### src/rtl/uart_cmd_parser.sv
// Framed read/write command decoder fed by UART byte strobes, with a valid/ready host port.
// Define UART_CMD_CHECKSUM_EN to require a trailing XOR checksum byte on every frame.
module uart_cmd_parser #(
  parameter logic [7:0]  HEADER         = 8'h55,
  parameter int unsigned TIMEOUT_CYCLES = 52070
) (
  input  logic        clk,
  input  logic        reset,
  input  logic [7:0]  in_data,
  input  logic        in_valid,
  output logic        cmd_valid,
  input  logic        cmd_ready,
  output logic        cmd_wr,
  output logic [23:0] cmd_addr,
  output logic [15:0] cmd_wdata,
  output logic        err,
  output logic [1:0]  err_code
);

  localparam int unsigned TmoW = (TIMEOUT_CYCLES > 2) ? $clog2(TIMEOUT_CYCLES) : 1;
  localparam logic [TmoW-1:0] TmoLast = TmoW'(TIMEOUT_CYCLES - 1);

  localparam logic [1:0] ErrOverrun = 2'd0;
  localparam logic [1:0] ErrOpcode  = 2'd1;
`ifdef UART_CMD_CHECKSUM_EN
  localparam logic [1:0] ErrCsum    = 2'd2;
`endif
  localparam logic [1:0] ErrTimeout = 2'd3;

  localparam logic [7:0] OpWrite = 8'h01;
  localparam logic [7:0] OpRead  = 8'h02;

  typedef enum logic [2:0] {
    StIdle,
    StOp,
    StAddr,
    StData,
`ifdef UART_CMD_CHECKSUM_EN
    StCsum,
`endif
    StIssue
  } state_e;

  // State entered after the last address/data byte of a frame.
`ifdef UART_CMD_CHECKSUM_EN
  localparam state_e StTail = StCsum;
`else
  localparam state_e StTail = StIssue;
`endif

  state_e          state_q, state_d;
  logic [1:0]      bcnt_q, bcnt_d;
  logic [TmoW-1:0] tmo_q, tmo_d;
  logic            cmd_valid_q, cmd_valid_d;
  logic            cmd_wr_q, cmd_wr_d;
  logic [23:0]     cmd_addr_q, cmd_addr_d;
  logic [15:0]     cmd_wdata_q, cmd_wdata_d;
  logic            err_q, err_d;
  logic [1:0]      err_code_q, err_code_d;
  logic            in_frame;

`ifdef UART_CMD_CHECKSUM_EN
  logic [7:0] csum_q, csum_d;

  always_comb begin
    csum_d = csum_q;
    if (in_valid) begin
      if (state_q == StIdle) begin
        csum_d = '0;
      end else if (state_q == StOp || state_q == StAddr || state_q == StData) begin
        csum_d = csum_q ^ in_data;
      end
    end
  end

  always_ff @(posedge clk or posedge reset) begin
    if (reset) begin
      csum_q <= '0;
    end else begin
      csum_q <= csum_d;
    end
  end
`endif

  assign in_frame = (state_q != StIdle) && (state_q != StIssue);

  always_comb begin
    state_d     = state_q;
    bcnt_d      = bcnt_q;
    tmo_d       = '0;
    cmd_wr_d    = cmd_wr_q;
    cmd_addr_d  = cmd_addr_q;
    cmd_wdata_d = cmd_wdata_q;
    err_d       = 1'b0;
    err_code_d  = err_code_q;

    // A byte on the expiry cycle keeps the frame alive.
    if (in_frame && !in_valid) begin
      if (tmo_q == TmoLast) begin
        state_d    = StIdle;
        err_d      = 1'b1;
        err_code_d = ErrTimeout;
      end else begin
        tmo_d = tmo_q + 1'b1;
      end
    end

    case (state_q)
      StIdle: begin
        if (in_valid && in_data == HEADER) begin
          state_d = StOp;
        end
      end
      StOp: begin
        if (in_valid) begin
          if (in_data == OpWrite || in_data == OpRead) begin
            cmd_wr_d    = (in_data == OpWrite);
            cmd_wdata_d = '0;
            bcnt_d      = '0;
            state_d     = StAddr;
          end else begin
            state_d    = StIdle;
            err_d      = 1'b1;
            err_code_d = ErrOpcode;
          end
        end
      end
      StAddr: begin
        if (in_valid) begin
          cmd_addr_d = {cmd_addr_q[15:0], in_data};
          bcnt_d     = bcnt_q + 2'd1;
          if (bcnt_q == 2'd2) begin
            bcnt_d  = '0;
            state_d = cmd_wr_q ? StData : StTail;
          end
        end
      end
      StData: begin
        if (in_valid) begin
          cmd_wdata_d = {cmd_wdata_q[7:0], in_data};
          bcnt_d      = bcnt_q + 2'd1;
          if (bcnt_q == 2'd1) begin
            bcnt_d  = '0;
            state_d = StTail;
          end
        end
      end
`ifdef UART_CMD_CHECKSUM_EN
      StCsum: begin
        if (in_valid) begin
          if (in_data == csum_q) begin
            state_d = StIssue;
          end else begin
            state_d    = StIdle;
            err_d      = 1'b1;
            err_code_d = ErrCsum;
          end
        end
      end
`endif
      StIssue: begin
        // No buffering: bytes arriving while a command is pending are lost.
        if (in_valid) begin
          err_d      = 1'b1;
          err_code_d = ErrOverrun;
        end
        if (cmd_valid_q && cmd_ready) begin
          state_d = StIdle;
        end
      end
      default: state_d = StIdle;
    endcase

    cmd_valid_d = (state_d == StIssue);
  end

  always_ff @(posedge clk or posedge reset) begin
    if (reset) begin
      state_q     <= StIdle;
      bcnt_q      <= '0;
      tmo_q       <= '0;
      cmd_valid_q <= 1'b0;
      cmd_wr_q    <= 1'b0;
      cmd_addr_q  <= '0;
      cmd_wdata_q <= '0;
      err_q       <= 1'b0;
      err_code_q  <= '0;
    end else begin
      state_q     <= state_d;
      bcnt_q      <= bcnt_d;
      tmo_q       <= tmo_d;
      cmd_valid_q <= cmd_valid_d;
      cmd_wr_q    <= cmd_wr_d;
      cmd_addr_q  <= cmd_addr_d;
      cmd_wdata_q <= cmd_wdata_d;
      err_q       <= err_d;
      err_code_q  <= err_code_d;
    end
  end

  assign cmd_valid = cmd_valid_q;
  assign cmd_wr    = cmd_wr_q;
  assign cmd_addr  = cmd_addr_q;
  assign cmd_wdata = cmd_wdata_q;
  assign err       = err_q;
  assign err_code  = err_code_q;

endmodule

### config.mk
export PLATFORM = sky130hd
export DESIGN_NAME = uart_cmd_parser
export DESIGN_NICKNAME = d
export VERILOG_FILES = /design/src/rtl/uart_cmd_parser.sv
export SDC_FILE = /design/constraint.sdc
export NUM_CORES = 1
export LEC_CHECK = 0
export ABC_AREA = 1
export CORE_MARGIN = 8
export CORE_UTILIZATION = 41
export CTS_BUF_LIST = sky130_fd_sc_hd__clkbuf_2 sky130_fd_sc_hd__clkbuf_4 sky130_fd_sc_hd__clkbuf_8
export CTS_CLUSTER_DIAMETER = 100
export DETAILED_ROUTE_END_ITERATION = 10
export PLACE_DENSITY = 0.67
export SYNTH_ARGS = -nofsm -noshare
export SYNTH_HDL_FRONTEND = slang
export SYNTH_SLANG_ARGS = --single-unit
### constraint.sdc
create_clock -name clk -period 2.3 [get_ports clk]
set_clock_uncertainty 0.15 [all_clocks]
set_input_delay 0.46 -clock clk [delete_from_list [all_inputs] [get_ports clk]]
set_output_delay 0.46 -clock clk [all_outputs]
set_load 0.01 [all_outputs]
# Yosys cells after proc, flatten, opt, wreduce, memory -nomap -nowiden
# Index checks and enable logic that the tools add are counted.
[op_classes] mux=37 add_sub_neg=2 eq_ne=16 n_reduce_logical=14
[ops] operator="16-bit two-way mux" n=5
[ops] operator="16-bit one-hot mux with 2 select lines" n=1
[ops] operator="3-bit two-way mux" n=10
[ops] operator="2-bit two-way mux" n=12
[ops] operator="16-bit by 1-bit adder with 16-bit output (second input constant)" n=1
[ops] operator="16-bit equality test (second input constant)" n=1
[ops] operator="3-bit one-hot mux with 5 select lines" n=1
[ops] operator="8-bit by 1-bit equality test with 1-bit output (second input constant)" n=1
[ops] operator="8-bit by 2-bit equality test with 1-bit output (second input constant)" n=1
[ops] operator="8-bit by 7-bit equality test with 1-bit output (second input constant)" n=1
[ops] operator="2-bit != test (second input constant)" n=4
[ops] operator="3-bit by 2-bit equality test with 1-bit output (second input constant)" n=2
[ops] operator="3-bit equality test (second input constant)" n=2
[ops] operator="2-bit one-hot mux with 3 select lines" n=1
[ops] operator="3-bit nonzero test" n=2
[ops] operator="1-bit two-way mux" n=5
[ops] operator="5-bit AND reduction" n=1
[ops] operator="1-bit logical AND" n=4
[ops] operator="2-bit one-hot mux with 2 select lines" n=1
[ops] operator="4-bit AND reduction" n=1
[ops] operator="3-bit by 1-bit equality test with 1-bit output (second input constant)" n=1
[ops] operator="3-bit zero test" n=1
[ops] operator="3-bit != test (second input constant)" n=1
[ops] operator="3-bit AND reduction" n=1
[ops] operator="other kinds (8)" n=8
[word_totals] reg_bits=66 output_inout_bits=45

# Logic depth before layout (Yosys ltp)
# Gate-level depths: netlist of the first run.
[depth] ltp_word=8 ltp_mapped=11 mapped_depth_nobuf=11

# Least setup slack after synthesis of the first run
# OpenSTA, ideal clock, no wires.
[synth_timing] path_type="input-to-reg" start="input in_valid" end="register cmd_wdata_q[0] (netlist: cmd_wdata[0])" stages=7 t_arrival_ns=1.260 required_time_ns=2.033 slack_ns=0.772 path_cell_list="buf_4 -> inv_1 -> nor2_1 -> nand2_4 -> buf_6 -> nand2_2 -> o21ai_2"
[synth_between] elab_chain_len=2 elab_cells_between_ends=3
[synth_rtl] element="from (decl)" line_no="10" rtl="input logic in_valid,"
[synth_rtl] element="2-bit != test (no source line)"
[synth_rtl] element="4-bit AND reduction (no source line) (*)"
[synth_rtl] element="to (signal assigned)" line_no="195" rtl="cmd_wdata_q <= cmd_wdata_d;"
[synth_rtl] element="to (decl)" line_no="57" rtl="logic [15:0] cmd_wdata_q, cmd_wdata_d;"
# Every way passes the cells marked *; elsewhere a longest branch is shown, timed or not.
# A chain may end at the register's enable or synchronous reset.

# Worst setup path after layout of the first run
[layout_timing] start="register cmd_wr_q (netlist: cmd_wr)" end="output cmd_wr"
[layout_rtl] element="from (decl)" line_no="55" rtl="logic cmd_wr_q, cmd_wr_d;"
[layout_rtl] element="from (signal assigned)" line_no="193" rtl="cmd_wr_q <= cmd_wr_d;"
[layout_rtl] element="to (decl)" line_no="13" rtl="output logic cmd_wr,"
# No word-level cell between the ends.

==> results, run 1 <==
- On the critical path, the stage with the largest delay is an instance of sky130_fd_sc_hd__clkdlybuf4s50_1.
- Gates resized during post-CTS repair numbered 0.
- The number of cell instances on the worst register-to-register path is 7.
- The residual antenna-violating net count after detailed routing is 0.
- The average size of a mapped cell is 8.249 um2.
- The count of clock tree sinks is 66.
- Summed over all layers, the routed wires come to 7.243 mm.
- The launch point of the worst reg-to-reg path is state_q[2].
- The largest total area in the synthesized netlist belongs to sky130_fd_sc_hd__dfrtp_1.
- STA puts the critical path data arrival time at 1.34 ns.
- Max-cap violations in this run came to 0.
- The final weighted congestion in routability-driven placement is 0.8482.
- The clock-pin slew reported for the worst setup and hold paths after clock tree synthesis is 0.08 ns.
- At the pin with the least slew margin, the transition time is 0.4675 ns.
- The cell area after synthesis is 3201 um2.
- The wire length of the first global-routing pass is 12.37 mm.
- The distinct cell type count after synthesis is 29.
- The source of the critical timing path is cmd_wr.
- The final setup violation count is 0.
- Entering global routing, the biggest net connects 67 pins.
- The floorplan die width is 104.4 um.
- The largest driver fanout on the critical path is 4.
- After synthesis, the largest family of logic cells by area is simple AND/OR/NAND/NOR gates.
- The final cycle utilization of the critical path is 84.86%.
- The synthesized netlist devotes 12.08% of its cell area to compound gates.
- The number of warning messages in the yosys log is 0.
- The worst setup path is captured at an output pin.
- Global routing used 13.67% of the available tracks across all layers.
- The repair_antennas step left the layout with diodes totalling 0.
- The type of the most critical hold path is flop to flop.
- The peak ir drop on the vdd network is 263.7 uV.
- The proportion of power drawn by combinational gates is 10.6%.
- After legalization and detailed placement, the total HPWL measured 5.287 mm.
- The simple-gate share of the synthesized area is 26.35%.
- The max-slew violation count was 0.
- For this design, the CTS-stage hold fixing added 0 buffers.
- The clock tree root buffer cell is sky130_fd_sc_hd__clkbuf_8.
- Power comes to 2.500 mW.
- The clock latency reported for the late side of the worst-skew pair is 0.34 ns.
- After synthesis the netlist holds a flip-flop and latch count of 66.
- By count the netlist is led by sky130_fd_sc_hd__nand2_1, sky130_fd_sc_hd__dfrtp_1, sky130_fd_sc_hd__nor2_1.
- The final critical-path required period is 1.952 ns.
- The area enclosed by the die boundary is 10890 um2.
- The total internal power is 1.861 mW.
- The cell depth of the worst min-delay path is 2.
- TritonCTS built the clock tree.
- In the synthesized netlist the dominant register cell turns out to be sky130_fd_sc_hd__dfrtp_1.
- The fraction of power consumed by sequential logic is 49.7%.
- Setup repair after global routing left no endpoint under its margin.
- The worst hold path begins at cmd_addr[21].
- The initial standard-cell utilization of the core is 41.85%.
- The total power divided by cell area is 612.4 nW/um2.
- The number of placed I/O pins is 57.
- The floorplan step defined a core boundary enclosing 7647 um2.
- The proportion of netlist area held by the largest area contributor is 51.60%.
- The analysis attributes to cell leakage a power of 1.853 nW.
- The height of the chip is 104.4 um.
- Sequential cells were found to cover 51.60% of the synthesized design area.
- The via count of the first global-routing pass is 2671.
- The floorplan has 32 rows.
- Before antenna repair, the detailed router went through 4 iterations.
- The count of input and output buffers is 56.
- Counting flops with a built-in enable in the synthesized netlist gives 0.
- The DRC violation count after routing is 0.
- The area growth from synthesis to layout is 27.52%.
- The run finished with clean final reports.
- The cell count after synthesis is 388.
- Walking the worst path, the cells encountered are clkdlybuf4s50_1.
- The routed via count divided by cell count is 4.819.
- In this run, the number of DRC markers left after iteration 0 of detailed routing was 120.
- After detailed routing, the average wire length per cell comes to 12.96 um.
- The most repeated cell in the gate-level netlist after synthesis is sky130_fd_sc_hd__nand2_1.
- Summing the areas of all fa, ha and maj instances in the mapped netlist gives 0.7819% of the synthesized area.
- The total number of nets in the final design is 466.
- The H-tree was split into 3 levels.
- Of the total synthesized cell area, the portion taken by XOR and XNOR cells is 0.8210%.
- The share of synthesized flip-flops with an asynchronous set or reset is 100.0%.
- The endpoint identified for the worst register-to-register timing path is cmd_wdata[7].
- The initial antenna violation count came to 0.
- Sorting the synthesized cells by area gives the leading types as sky130_fd_sc_hd__dfrtp_1, sky130_fd_sc_hd__nand2_1, sky130_fd_sc_hd__nor2_1.
- In this run the tightest slew margin relative to its limit is 68.72%.
- The portion of netlist area occupied by mux cells is 0.7037%.
- The synthesized net count is 402.
- The setup fix buffers added after clock tree synthesis is 0.
- Of the cells placed in the final design, the portion with a size suffix greater than 1 is 12.47%.
- In this run, CTS created clock tree buffers numbering 9.
- Counting along the longest clock path gives a buffer depth of 2.
- The longest individual stage delay on the worst path is 0.58 ns.
- Setup total negative slack on the finished layout was measured at 0 ns.
- At the worst endpoint, the required time is 1.69 ns.
- The critical path class is flop to output pin.
- The number of hold violations in the final report came to 0.
- Detailed routing inserted a total of 2694 vias.
- In this run the power spent charging and discharging nets is 638.1 uW.
- The end point of the worst hold path is cmd_addr[21].
- The clock share of power is 39.6%.
- The reg2reg setup slack is 0.57 ns.
- The fraction of power spent switching nets is 25.53%.
- STA classifies the critical path startpoint as a flop.
- The total overflow left after global routing is 0.
- The kind of cell adding the most delay to the critical path is buffers and inverters.
- Static timing analysis puts the maximum clock frequency at 512.4 MHz.
- The count of buffer and inverter cells on the critical path is 1.
-- flip-flops by register name (all words and copies together), names as in the netlist --
signal and count:
cmd_wdata 16, err_code 2, cmd_valid 1, cmd_addr 24
state_q 3, err 1, tmo_q 16, bcnt_q 2
cmd_wr 1
-- metrics by stage --
stage                     hold WS, ns  cells  cell area, um2  utilization, %  worst slack [ns]
after CTS                      0.3423    559            4081           53.37            0.3371
after detailed placement       0.3184    543            3881           50.75           0.04532
after floorplan                0.3108    388            3201               -           0.03519
after global routing           0.3520    559            4081           53.37            0.2907
final                          0.3340    559            4081           53.37            0.3482
after global placement         0.3164    543            3881           50.75            0.1032
-- power groups by stage --
stage               clock, mW  sequential, mW  combinational, mW
floorplan                   0            1.29             0.0857
global placement            0            1.27              0.269
detailed placement          0            1.27              0.273
CTS                      1.02            1.24              0.273
global route             1.07            1.25              0.292
finish                  0.991            1.24              0.266
-- kinds of logic (layout without fill, tap and decap cells) --
family | Yosys count | after routing
adder cells (fa/ha/maj) | 2 | 2
AND/OR/NAND/NOR | 196 | 196
multiplexers | 2 | 2
XOR/XNOR | 3 | 3
buffers and inverters | 56 | 125
AO/OA/AOI/OAI | 63 | 63
flip-flops | 66 | 66
-- area by class of cell --
class                   count  area [um2]
flip-flops and latches     66        1652
well taps                 102       127.6
clock buffers               9       123.9
multi-input cells         266        1304
inverters                  46       172.7
repair buffers             63       625.6
fillers                   715        3566
clock inverters             7       76.32
-- worst max path at each step --
stage | slack [ns] | cells after the start | endpoint
detailed placement | 0.05 | 9 | cmd_wdata[13]
CTS | 0.34 | 1 | cmd_wr
global route | 0.29 | 1 | cmd_wr
floorplan | 0.04 | 1 | bcnt_q[0]
global placement | 0.10 | 9 | cmd_wdata[11]
finish | 0.35 | 1 | cmd_wr
-- worst register-to-register path, delay by kind of cell, from the launching register on --
family          cells  cell delay (ns)
compound gates      1             0.07
simple gates        5             0.88
flops               1             0.46
buf+inv             1             0.11
-- placed cells by master, fill, tap and decap left out, types with 5 or more instances in the layout --
cell type                         count
sky130_fd_sc_hd__a21oi_1             16
sky130_fd_sc_hd__buf_4                6
sky130_fd_sc_hd__clkbuf_8             9
sky130_fd_sc_hd__clkdlybuf4s50_1     56
sky130_fd_sc_hd__dfrtp_1             66
sky130_fd_sc_hd__inv_1               42
sky130_fd_sc_hd__nand2_1            102
sky130_fd_sc_hd__nand2_2              5
sky130_fd_sc_hd__nand3_1             22
sky130_fd_sc_hd__nand4_1              5
sky130_fd_sc_hd__nor2_1              47
sky130_fd_sc_hd__o21ai_0             20
sky130_fd_sc_hd__o21ai_1              7
sky130_fd_sc_hd__o21ai_2             16
-- layer usage --
metal  vias to the layer above  GRT usage [%]  part of all wire (%)  routed length [um]
met2                        64          21.68                    47                3379
met1                      1255          16.81                    46                3338
met5                         -              0                     0                   0
li1                       1364              -                     -                   -
met3                        11          4.585                   5.8                 421
met4                         0          5.067                   1.4                 104
(Power assumes the default switching activity.)
==> inputs of run 2 (changes only) <==
clock period = 1.6 ns   (was 2.3 ns; I/O delays follow)
==> results, run 2 (synthesized netlist as in run 1, its figures left out) <==
- The flow ran to the end, and the final reports show no timing, DRC or antenna violations.
- The via count of the first global-routing pass is 2936.
- The worst setup path is captured at a flop.
- The total area of multi-input combinational cells is 1391 um2.
- The cell with the largest stage delay on the worst path is sky130_fd_sc_hd__dfrtp_1.
- The net count of the finished layout is 502.
- Setup violations remaining at the end of the flow were counted as 0.
- The slew of the pin with the lowest slew margin is 0.2903 ns.
- The antenna diode count is 0.
- The HPWL after detailed placement is 5.914 mm.
- Wires add up to 8.137 mm.
- The startpoint identified for the worst register-to-register timing path is tmo_q[0].
- Broken down by cell family, the worst path's largest delay share belongs to flip-flops.
- The worst-case hold slack is 0.1156 ns.
- The first-iteration detailed-routing DRC count is 89.
- The instance area after placement is 4158 um2.
- The longest individual stage delay on the worst path is 0.41 ns.
- The wire length per cell is 13.68 um.
- With fillers left out, the area of the finished cells amounts to 4423 um2.
- The total CTS buffers is 9.
- The number of cell rows is 32.
- The floorplan step defined a die boundary enclosing 10890 um2.
- The clock-pin slew reported for the worst setup and hold paths after clock tree synthesis is 0.08 ns.
- The worst setup path is of the flop to flop kind.
- The final critical-path required period is 1.573 ns.
- The initial antenna violation count is 0.
- The wire length of the first global-routing pass is 13.68 mm.
- The worst endpoint data arrival time is 1.70 ns.
- The timing-limited maximum frequency is 635.5 MHz.
- In this run the tightest slew margin relative to its limit is 80.57%.
- Cells with a size suffix above 1 make up 21.50% of the layout.
- The source of the critical timing path is tmo_q[0].
- The peak ir drop on the vdd network is 551.6 uV.
- The DRC violation count after routing is 0.
- The buffer depth of the longest clock path is 2.
- The final weighted congestion in routability-driven placement is 0.8547.
- The later pin in the worst-skew pair is clocked with a latency of 0.34 ns.
- The tree is rooted in a sky130_fd_sc_hd__clkbuf_8.
- The endpoint identified for the worst register-to-register timing path is tmo_q[11].
- At the worst endpoint, the required time is 1.72 ns.
- Along the worst path, the maximum fanout reaches 4.
- Among the stages of the critical path, the cell type that occurs most often is sky130_fd_sc_hd__nand2_1.
- The reported leakage power is 2.247 nW.
- Traced cell by cell, the critical path runs through ha_2 > nand2_1 > inv_1 > nand2_1 > nor2_2 > buf_4 > a21oi_4 > nand2_1 > a21oi_2.
- The number of buffers and inverters on the critical path is 2.
- The initial utilization of the core area, before any placement, comes to 41.85%.
- The number of filler cells placed in the layout is 697.
- The number of cell instances on the worst register-to-register path is 9.
- Counting every sink on the clock net gives 66.
- In this run the worst hold path is classified as input port to asynchronous set/reset pin.
- The routed via count divided by cell count is 4.916.
- The number of iterations in the first detailed-routing pass is 5.
- The number of maximum-capacitance constraint violations is 0.
- The most frequent standard cell in the layout excluding fill and tap cells is sky130_fd_sc_hd__nand2_1.
- Summed over all layers, the global routing overflow is 0.
- Entering global routing, the biggest net connects 45 pins.
- The max-slew violation count came to 0.
- The combined flip-flop and latch cell area is 1653 um2.
- The routed layout has 2925 vias.
- The worst setup path is launched from a flop.
- The reg2reg setup slack is 0.03 ns.
- For this design the ratio of total power to cell area is 810.6 nW/um2.
- The number of hold-repair buffers added at the cts stage is 0.
- The number of hold violations in the final report came to 0.
- The count of input and output buffers is 56.
- In the layout the commonest cells are sky130_fd_sc_hd__nand2_1, sky130_fd_sc_hd__dfrtp_1, sky130_fd_sc_hd__nor2_1, sky130_fd_sc_hd__dlygate4sd2_1, sky130_fd_sc_hd__inv_1.
- The H-tree generated during clock tree synthesis spans 3 levels.
- During I/O placement, the number of pins put on the boundary was 57.
- In this run the standard cell core region covers 7647 um2.
- The area growth from synthesis to layout is 38.19%.
- Setup repair after global routing could not meet its margin everywhere.
- In this run the vertical extent of the chip is 104.4 um.
- TritonCTS built the clock tree.
- For this run, the total global-route usage over all layers was measured as 15.08%.
- The final cycle utilization of the critical path is 98.34%.
- The number of flip-flops in the largest register is 24.
- The detail route stage leaves a number of antenna-violating nets equal to 0.
- The die is 104.4 um wide.
## run 2: repair_timing
| item | in CTS | in global routing |
|---|---|---|
| resized for setup | 50 | 22 |
| endpoints found under the setup margin | 66 | 39 |
| setup buffers | 0 | 1 |
| cloned | 0 | 2 |
| pin swaps | 0 | 10 |
## run 2: per-stage QoR
stage | cells | TNS, ns | power [mW] | setup WS (ns) | util (%)
after CTS | 592 | 0 | 3.627 | 0.001507 | 56.61
after global routing | 595 | -0.6428 | 3.743 | -0.1081 | 57.84
final | 595 | 0 | 3.585 | 0.02651 | 57.84
after global placement | 576 | -11.59 | 2.240 | -0.3948 | 54.37
after detailed placement | 576 | -14.34 | 2.252 | -0.4898 | 54.37
after floorplan | 388 | 0 | 1.976 | 0.1160 | -
## run 2: layout make-up
type                            count  area share [%]
Clock buffer                        9           2.801
Inverter                           46           3.989
Sequential cell                    66           37.37
Timing Repair Buffer               97           19.75
Multi-Input combinational cell    268           31.46
Clock inverter                      7           1.754
Tap cell                          102           2.885
## run 2: worst max path at each step
| stage | end | cells past startpoint |
|---|---|---|
| final | tmo_q[11] | 9 |
| after floorplan | cmd_valid | 11 |
| after global routing | cmd_valid | 11 |
| after CTS | tmo_q[11] | 9 |
| after global placement | cmd_wdata[11] | 9 |
| after detailed placement | cmd_wdata[6] | 7 |
## run 2: metal layers
| metal | vias up | wire [um] | track usage (%) |
|---|---|---|---|
| li1 | 1443 | - | - |
| met1 | 1407 | 3688 | 18.39 |
| met2 | 66 | 3974 | 24.68 |
| met3 | 9 | 369 | 4.213 |
| met4 | 0 | 104 | 5.688 |
| met5 | - | 0 | 0 |
## run 2: where the power goes
part	switching [mW]	total, mW	internal (mW)
combinational	0.192	0.368	0.176
sequential	0.0438	1.79	1.74
clock	0.698	1.43	0.733
total	0.934	3.59	2.65
==> inputs of run 3 (changes only) <==
CAP_MARGIN = 10   (was not set)
==> results of run 3 <==
The final DEF is identical to that of run 2; final timing and power are the same.
